### src/rtl/irq_pkg.sv
// Shared definitions for the interrupt controller.
//   IRQ_SRCS / IRQ_GROUPS : number of sources and priority groups
//   SRC_GROUP             : fixed source -> priority group table
//   irq_state_t           : CPU handshake FSM states
package irq_pkg;

  localparam int IRQ_SRCS   = 32;
  localparam int IRQ_GROUPS = 12;

  // Source n belongs to group (n mod 12).
  localparam logic [3:0] SRC_GROUP [0:IRQ_SRCS-1] = '{
    4'd0, 4'd1, 4'd2, 4'd3, 4'd4, 4'd5, 4'd6, 4'd7,
    4'd8, 4'd9, 4'd10, 4'd11, 4'd0, 4'd1, 4'd2, 4'd3,
    4'd4, 4'd5, 4'd6, 4'd7, 4'd8, 4'd9, 4'd10, 4'd11,
    4'd0, 4'd1, 4'd2, 4'd3, 4'd4, 4'd5, 4'd6, 4'd7
  };

  typedef enum logic [1:0] {
    IRQ_IDLE = 2'd0,
    IRQ_REQ  = 2'd1,
    IRQ_HOLD = 2'd2
  } irq_state_t;

endpackage

### src/rtl/irq_arbiter.sv
// Combinational interrupt arbiter.
//   act, ena   : per-source active flags and enable bits
//   pri        : 12 groups x 2-bit priority
//   cpu_level  : current CPU mask level
//   valid      : a candidate exists
//   index      : winning source (highest priority, lowest index on tie)
//   prio       : priority of the winning source
module irq_arbiter
  import irq_pkg::*;
(
  input  logic [IRQ_SRCS-1:0]     act,
  input  logic [IRQ_SRCS-1:0]     ena,
  input  logic [2*IRQ_GROUPS-1:0] pri,
  input  logic [1:0]              cpu_level,
  output logic                    valid,
  output logic [4:0]              index,
  output logic [1:0]              prio
);

  logic [1:0]          src_prio [IRQ_SRCS];
  logic [IRQ_SRCS-1:0] cand;

  generate
    for (genvar gi = 0; gi < IRQ_SRCS; gi++) begin : g_src
      localparam int GRP = int'(SRC_GROUP[gi]);
      assign src_prio[gi] = pri[2*GRP +: 2];
      // Priority 0 means "never interrupt", independent of cpu_level.
      assign cand[gi] = act[gi] & ena[gi] & (src_prio[gi] != 2'd0) &
                        (src_prio[gi] > cpu_level);
    end
  endgenerate

  // Ascending scan with strict '>' keeps the lowest index on ties.
  always_comb begin
    valid = 1'b0;
    index = 5'd0;
    prio  = 2'd0;
    for (int n = 0; n < IRQ_SRCS; n++) begin
      if (cand[n] && (!valid || (src_prio[n] > prio))) begin
        valid = 1'b1;
        index = 5'(n);
        prio  = src_prio[n];
      end
    end
  end

endmodule

### src/rtl/irq_controller.sv
// Interrupt controller: latches source pulses into active flags, exposes
// flag/enable/priority registers on the system bus and drives a
// request/acknowledge handshake towards the CPU.
//   clk, reset          : clock, synchronous active-high reset
//   clk_ce_cpu          : CPU clock enable (bus writes, FSM)
//   bus_*               : system bus; reads are combinational
//   irq_in              : per-source pulses, sampled every clk
//   cpu_level, irq_ack  : CPU mask level and acknowledge
//   irq_req/vector/priority : request and latched winner
module irq_controller
  import irq_pkg::*;
#(
  parameter logic [23:0] IRQ_PRI = 24'h2020,
  parameter logic [23:0] IRQ_ENA = 24'h2023,
  parameter logic [23:0] IRQ_ACT = 24'h2027
) (
  input  logic                clk,
  input  logic                reset,
  input  logic                clk_ce_cpu,
  input  logic                bus_write,
  input  logic                bus_read,
  input  logic [23:0]         bus_address_in,
  input  logic [7:0]          bus_data_in,
  output logic [7:0]          bus_data_out,
  input  logic [IRQ_SRCS-1:0] irq_in,
  input  logic [1:0]          cpu_level,
  input  logic                irq_ack,
  output logic                irq_req,
  output logic [4:0]          irq_vector,
  output logic [1:0]          irq_priority
);

  logic [IRQ_SRCS-1:0]     act_reg;
  logic [IRQ_SRCS-1:0]     ena_reg;
  logic [2*IRQ_GROUPS-1:0] pri_reg;
  logic [IRQ_SRCS-1:0]     clear_mask;
  irq_state_t              state_reg;
  logic [4:0]              vector_reg;
  logic [1:0]              priority_reg;

  logic [3:0] act_hit;
  logic [3:0] ena_hit;
  logic [2:0] pri_hit;
  logic       wr_en;

  logic       win_valid;
  logic [4:0] win_index;
  logic [1:0] win_prio;

  // Reads are combinational, so the strobe carries no information here.
  logic unused_bus_read;
  assign unused_bus_read = bus_read;

  assign wr_en = clk_ce_cpu & bus_write;

  generate
    for (genvar gi = 0; gi < 4; gi++) begin : g_word_dec
      assign act_hit[gi] = (bus_address_in == IRQ_ACT + 24'(gi));
      assign ena_hit[gi] = (bus_address_in == IRQ_ENA + 24'(gi));
      assign clear_mask[8*gi +: 8] = (wr_en && act_hit[gi]) ? bus_data_in : 8'h00;
    end
    for (genvar gi = 0; gi < 3; gi++) begin : g_pri_dec
      assign pri_hit[gi] = (bus_address_in == IRQ_PRI + 24'(gi));
    end
  endgenerate

  // Flags latch every clk; OR-ing irq_in last makes a new pulse win over
  // a simultaneous write-1-clear.
  always_ff @(posedge clk) begin
    if (reset) begin
      act_reg <= '0;
    end else begin
      act_reg <= (act_reg & ~clear_mask) | irq_in;
    end
  end

  always_ff @(posedge clk) begin
    if (reset) begin
      ena_reg <= '0;
      pri_reg <= '0;
    end else if (wr_en) begin
      for (int k = 0; k < 4; k++) begin
        if (ena_hit[k]) ena_reg[8*k +: 8] <= bus_data_in;
      end
      for (int k = 0; k < 3; k++) begin
        if (pri_hit[k]) pri_reg[8*k +: 8] <= bus_data_in;
      end
    end
  end

  always_comb begin
    bus_data_out = 8'h00;
    for (int k = 0; k < 4; k++) begin
      if (act_hit[k]) bus_data_out = act_reg[8*k +: 8];
      if (ena_hit[k]) bus_data_out = ena_reg[8*k +: 8];
    end
    for (int k = 0; k < 3; k++) begin
      if (pri_hit[k]) bus_data_out = pri_reg[8*k +: 8];
    end
  end

  irq_arbiter u_arbiter (
    .act       (act_reg),
    .ena       (ena_reg),
    .pri       (pri_reg),
    .cpu_level (cpu_level),
    .valid     (win_valid),
    .index     (win_index),
    .prio      (win_prio)
  );

  // The arbiter sees the registers as they were before this cycle's write.
  always_ff @(posedge clk) begin
    if (reset) begin
      state_reg    <= IRQ_IDLE;
      vector_reg   <= 5'd0;
      priority_reg <= 2'd0;
    end else if (clk_ce_cpu) begin
      case (state_reg)
        IRQ_IDLE: begin
          if (win_valid) begin
            vector_reg   <= win_index;
            priority_reg <= win_prio;
            state_reg    <= IRQ_REQ;
          end
        end
        IRQ_REQ: begin
          if (irq_ack) begin
            state_reg <= IRQ_HOLD;
          end else if (!win_valid) begin
            state_reg <= IRQ_IDLE;
          end else begin
            // Re-latch so a higher-priority source can preempt before ack.
            vector_reg   <= win_index;
            priority_reg <= win_prio;
          end
        end
        IRQ_HOLD: begin
          if (!irq_ack) state_reg <= IRQ_IDLE;
        end
        default: state_reg <= IRQ_IDLE;
      endcase
    end
  end

  assign irq_req      = (state_reg == IRQ_REQ);
  assign irq_vector   = vector_reg;
  assign irq_priority = priority_reg;

endmodule

### config.mk
export PLATFORM = sky130hd
export DESIGN_NAME = irq_controller
export DESIGN_NICKNAME = d
export VERILOG_FILES = /design/src/rtl/irq_pkg.sv /design/src/rtl/irq_arbiter.sv /design/src/rtl/irq_controller.sv
export SDC_FILE = /design/constraint.sdc
export NUM_CORES = 1
export LEC_CHECK = 0
export BUFFER_PORTS_ARGS = -buffer_cell sky130_fd_sc_hd__buf_2
export CELL_PAD_IN_SITES_DETAIL_PLACEMENT = 0
export CELL_PAD_IN_SITES_GLOBAL_PLACEMENT = 1
export CORE_UTILIZATION = 40
export DETAILED_ROUTE_END_ITERATION = 7
export PLACE_DENSITY_LB_ADDON = 0.05
export SLEW_MARGIN = 0
export SYNTH_ARGS = -nofsm -noshare
export SYNTH_HDL_FRONTEND = slang
export SYNTH_HIERARCHICAL = 1
export SYNTH_SLANG_ARGS = --single-unit
### constraint.sdc
create_clock -name clk -period 59 [get_ports clk]
set_clock_uncertainty 0.05 [all_clocks]
set_input_delay 8.85 -clock clk [delete_from_list [all_inputs] [get_ports clk]]
set_output_delay 8.85 -clock clk [all_outputs]
set_load 0.03 [all_outputs]
==> reports/metrics.sh <==
STATUS='complete, no violations'
CRITPATHMAXSTAGEDELAY_PS=530
FIRST_GLOBAL_VIAS=8753
SYNTHESIS.INSTANCES=1210
MOSTFREQUENTLAYOUTCELLS='sky130_fd_sc_hd__nand2_1 (218), sky130_fd_sc_hd__nor2_1 (146), sky130_fd_sc_hd__a21oi_1 (124), sky130_fd_sc_hd__dfxtp_1 (97), sky130_fd_sc_hd__buf_2 (85)'
SYNTHESIS.AREA_UM2=8782
TIMING.REG2REG.WORST_PATH_DEPTH=208
P_LEAK_nW=3.775
WORST_IR_DROP_VDD_mV=0.01225
PRE_CTS_WS_PS=8895
GRT_MAX_DEGREE=98
DETAIL_ROUTE.VIAS_PER_CELL=6.173
CRITPATHSLOWESTCELL='sky130_fd_sc_hd__a2111oi_0'
DESIGN.PORTCOUNT=88
CRITICAL_PATH.REG2REG.ENDPOINT='irq_vector[0]'
ANT_NETS=0
CLOCK_TREE.ROOT_CELL='sky130_fd_sc_hd__clkbuf_16'
POWER.SHARE.SWITCHING_PCT=28.61
PLACE.PORT_BUFFERS=86
TIMING.CRITICAL_PATH.MAX_DELAY_FAMILY='compound AO/OA/AOI/OAI gates'
GP_CONGESTION=1.009
COUNT_OF_YOSYS_WARNINGS_DURING_SYNTHESIS=6
CRITICAL_PATH.ENDPOINT_TYPE='register'
SYNTH.FF_LATCH_COUNT=97
FINAL-MAX-SLEW-VIOLATION-COUNT=0
POST-LAYOUT-TOTAL-POWER_mW=0.1418
TIMING.FINAL.HOLD_VIOLATIONS=0
TRITONCTS.NUM_BUFFERS=9
SETUP_VIOL=0
WORSTHOLDPATHCELLS=2
SHARE_OF_CELLS_ABOVE_DRIVE_STRENGTH_1_PCT=12.89
LAYOUT_COMMONEST_CELL='sky130_fd_sc_hd__nand2_1'
FIRST_PASS_ITERS=6
POST-ROUTE-DRC-COUNT=0
SYNTH_FLOP_TYPE='sky130_fd_sc_hd__dfxtp_1'
SYNTHESIS.AREA_PER_INSTANCE_UM2=7.258
TNS_PS=0
CLOCK_TREE.HTREE_LEVEL_COUNT=3
CTS_SETUP_BUFFERS=0
SYNTH_ENABLE_FLOP_CELLS=0
CTS_HOLD_REPAIR.BUFFERS=0
POSTSYNTHNETCOUNT=1345
MIN_PERIOD_PS=50360
TOTALWIRELENGTH_MM=36.05
CRITICAL_PATH.MOST_COMMON_CELL='sky130_fd_sc_hd__nor2_1'
FIRST_PASS_GRT_WIRE_LENGTH_MM=53.74
MIN_PATH_TYPE='reg2reg'
POWER.NET_SWITCHING_mW=0.04056
WORST_EP_REQUIRED_TIME_PS=59240
REG2REG_SETUP_SLACK_PS=16730
MIN_FROM='ena_reg[18]'
CLOCK_TREE.BUFFER_DEPTH=2
TIMING.MAX_SLEW.REL_SLACK_PCT=23.13
NETS=1395
DIE_WIDTH_UM=150.2
CTS_TREE='yes'
CORE_REGION_UM2=21290
DIE_HEIGHT_UM=150.2
GRT-OVFL-TOTAL=0
RSZ0062_AT_GRT='no'
WORST_EP_ARRIVAL_TIME_PS=50600
TIMING_WORST_SLEW_PIN_VALUE_PS=1146
WORST_SETUP_PATH_START_KIND='input pin'
PERIOD_SHARE_PCT=85.36
ANTENNA-DIODE-COUNT=0
POWER_DENSITY_nW_PER_UM2=14.65
TRITONCTS_NUM_SINKS=97
ROUTE.DETAILED.WL_PER_INST_UM=23.41
DETAILROUTE.VIA_COUNT=9506
ASYNC_RESET_FF_SHARE_PCT=0
REG2REG_FROM='pri_reg[0]'
POWER_FRAC_SEQ_PCT=48.9
SYNTHDISTINCTLIBCELLS=103
CP_MAX_FO=12
BUFFERING_STAGE_COUNT_ON_THE_WORST_PATH_WITH_INVERTERS_INCLUDED=5
SYNTH_SEQUENTIAL_AREA_RATIO_PCT=22.11
GRTUSAGETOTAL_PCT=32.35
CRITICAL_PATH_CLASS='in2reg'
WORST_PATH_SETUP_SLACK_AFTER_ROUTING_PS=8639
P_INT_mW=0.1012
FINISH.UTILIZATION_PCT=45.46
INITIAL_CORE_UTIL_PCT=41.26
DRT_ITER0_DRC=905
POST_CTS_SIZING_COUNT=0
WORST_SKEW_PAIR.LATE_LATENCY_PS=360
COMBPWRFRAC_PCT=9.8
POWER.SHARE.CLOCK_PCT=41.3
HPWL_MM=27.66
DESIGN.DIE.AREA_UM2=22550
HOLD_CRITICAL_PATH_ENDPOINT='ena_reg[18]'
MAX-CAP-VIOLATIONS=0
FMAX_MHz=19.86
AREA_DELTA_SYNTH_FINAL_PCT=10.19
CLKSLEWWORSTSETUPHOLDPATHS_PS=80
ROWS=53
FIN_WORST_HOLD_SLACK_PS=422.0
ANTENNA_FOUND_INITIAL=1
-- synth_stat cells, types with 5 or more instances --
master | number | area share, %
sky130_fd_sc_hd__and2_1 | 9 | 0.64
sky130_fd_sc_hd__nor4_1 | 5 | 0.36
sky130_fd_sc_hd__nor2b_1 | 23 | 1.6
sky130_fd_sc_hd__mux2_2 | 8 | 1.0
sky130_fd_sc_hd__o21ai_0 | 55 | 3.1
sky130_fd_sc_hd__o22ai_1 | 11 | 0.78
sky130_fd_sc_hd__a32oi_1 | 5 | 0.50
sky130_fd_sc_hd__o2bb2ai_1 | 5 | 0.50
sky130_fd_sc_hd__buf_2 | 6 | 0.34
sky130_fd_sc_hd__a21boi_0 | 7 | 0.60
sky130_fd_sc_hd__nor3_1 | 29 | 1.7
sky130_fd_sc_hd__and3_1 | 10 | 0.71
sky130_fd_sc_hd__nor2_1 | 146 | 6.2
sky130_fd_sc_hd__or3_1 | 9 | 0.64
sky130_fd_sc_hd__mux2i_1 | 28 | 3.2
sky130_fd_sc_hd__nand2b_1 | 12 | 0.85
sky130_fd_sc_hd__inv_1 | 35 | 1.5
sky130_fd_sc_hd__clkbuf_1 | 44 | 1.9
sky130_fd_sc_hd__o22a_1 | 5 | 0.50
sky130_fd_sc_hd__a2bb2oi_1 | 8 | 0.80
sky130_fd_sc_hd__o32ai_1 | 7 | 0.70
sky130_fd_sc_hd__ha_1 | 63 | 9.0
sky130_fd_sc_hd__o21ai_1 | 9 | 0.51
sky130_fd_sc_hd__nand2_1 | 218 | 9.3
sky130_fd_sc_hd__o2111ai_1 | 11 | 1.1
sky130_fd_sc_hd__a21o_1 | 11 | 0.94
sky130_fd_sc_hd__a21oi_1 | 124 | 7.1
sky130_fd_sc_hd__a31oi_1 | 7 | 0.50
sky130_fd_sc_hd__nand4_1 | 12 | 0.85
sky130_fd_sc_hd__nand3_1 | 25 | 1.4
sky130_fd_sc_hd__o2111a_1 | 9 | 1.2
sky130_fd_sc_hd__o21a_1 | 13 | 1.1
sky130_fd_sc_hd__o211ai_1 | 6 | 0.51
sky130_fd_sc_hd__o31ai_1 | 6 | 0.51
sky130_fd_sc_hd__nand3b_1 | 5 | 0.43
sky130_fd_sc_hd__a22oi_1 | 6 | 0.51
sky130_fd_sc_hd__dfxtp_1 | 97 | 22
sky130_fd_sc_hd__a211oi_1 | 8 | 0.68
-- power groups by stage --
stage	Sequential (mW)	Combinational, mW	Clock, mW
5_1_grt	0.0694	0.0152	0.0618
3_5_place_dp	0.0708	0.0137	0
4_1_cts	0.0692	0.0138	0.0594
6_report	0.0693	0.0140	0.0586
3_3_place_gp	0.0708	0.0137	0
2_1_floorplan	0.0694	0.00813	0
-- through the flow --
stage	instance area, um^2	std cells
after floorplan	8782	1210
after global placement	9390	1524
after CTS	9677	1540
final	9677	1540
after detailed placement	9390	1524
after global routing	9677	1540
-- cell type report --
cell class | count | area [um^2]
Clock buffer | 9 | 225.2
Sequential cell | 97 | 1942
Timing Repair Buffer | 93 | 485.5
Tap cell | 275 | 344.1
Inverter | 35 | 131.4
Clock inverter | 7 | 61.31
Fill cell | 2225 | 11610
Multi-Input combinational cell | 1024 | 6487
-- worst reg2reg max path: cells and delay by family, from the launching register on --
kind / cells / cell delay (ps)
flops: 1 / 630
compound gates: 84 / 17450
fa+ha+maj: 36 / 10260
buf+inv: 4 / 640
simple gates: 75 / 10190
mux: 9 / 3010
-- worst max-delay path by stage --
stage	cells past startpoint	start	slack (ps)	to
finish	209	cpu_level[1]	8640	irq_vector[0]
global route	208	cpu_level[1]	5400	irq_vector[4]
CTS	208	cpu_level[1]	9130	irq_vector[0]
detailed placement	209	cpu_level[1]	8900	irq_vector[0]
global placement	207	cpu_level[1]	8990	irq_vector[4]
floorplan	206	cpu_level[1]	14260	irq_vector[0]
-- cells by family after synthesis --
kind of cell	after synthesis	synth area share [%]
flip-flops	97	22.11
buffers and inverters	89	4.018
AND/OR/NAND/NOR	533	28.05
adder cells (fa/ha/maj)	67	9.432
multiplexers	39	4.687
AO/OA/AOI/OAI	385	31.70
-- metal layers --
metal  up-vias  routed length [um]  track usage (%)
met5         -                   0                0
met2       371               16490            53.47
met1      4515               16420            43.22
met4         0                1360            13.18
li1       4553                   -                -
met3        67                1777            2.727
Power figures use the tool's default switching activity.
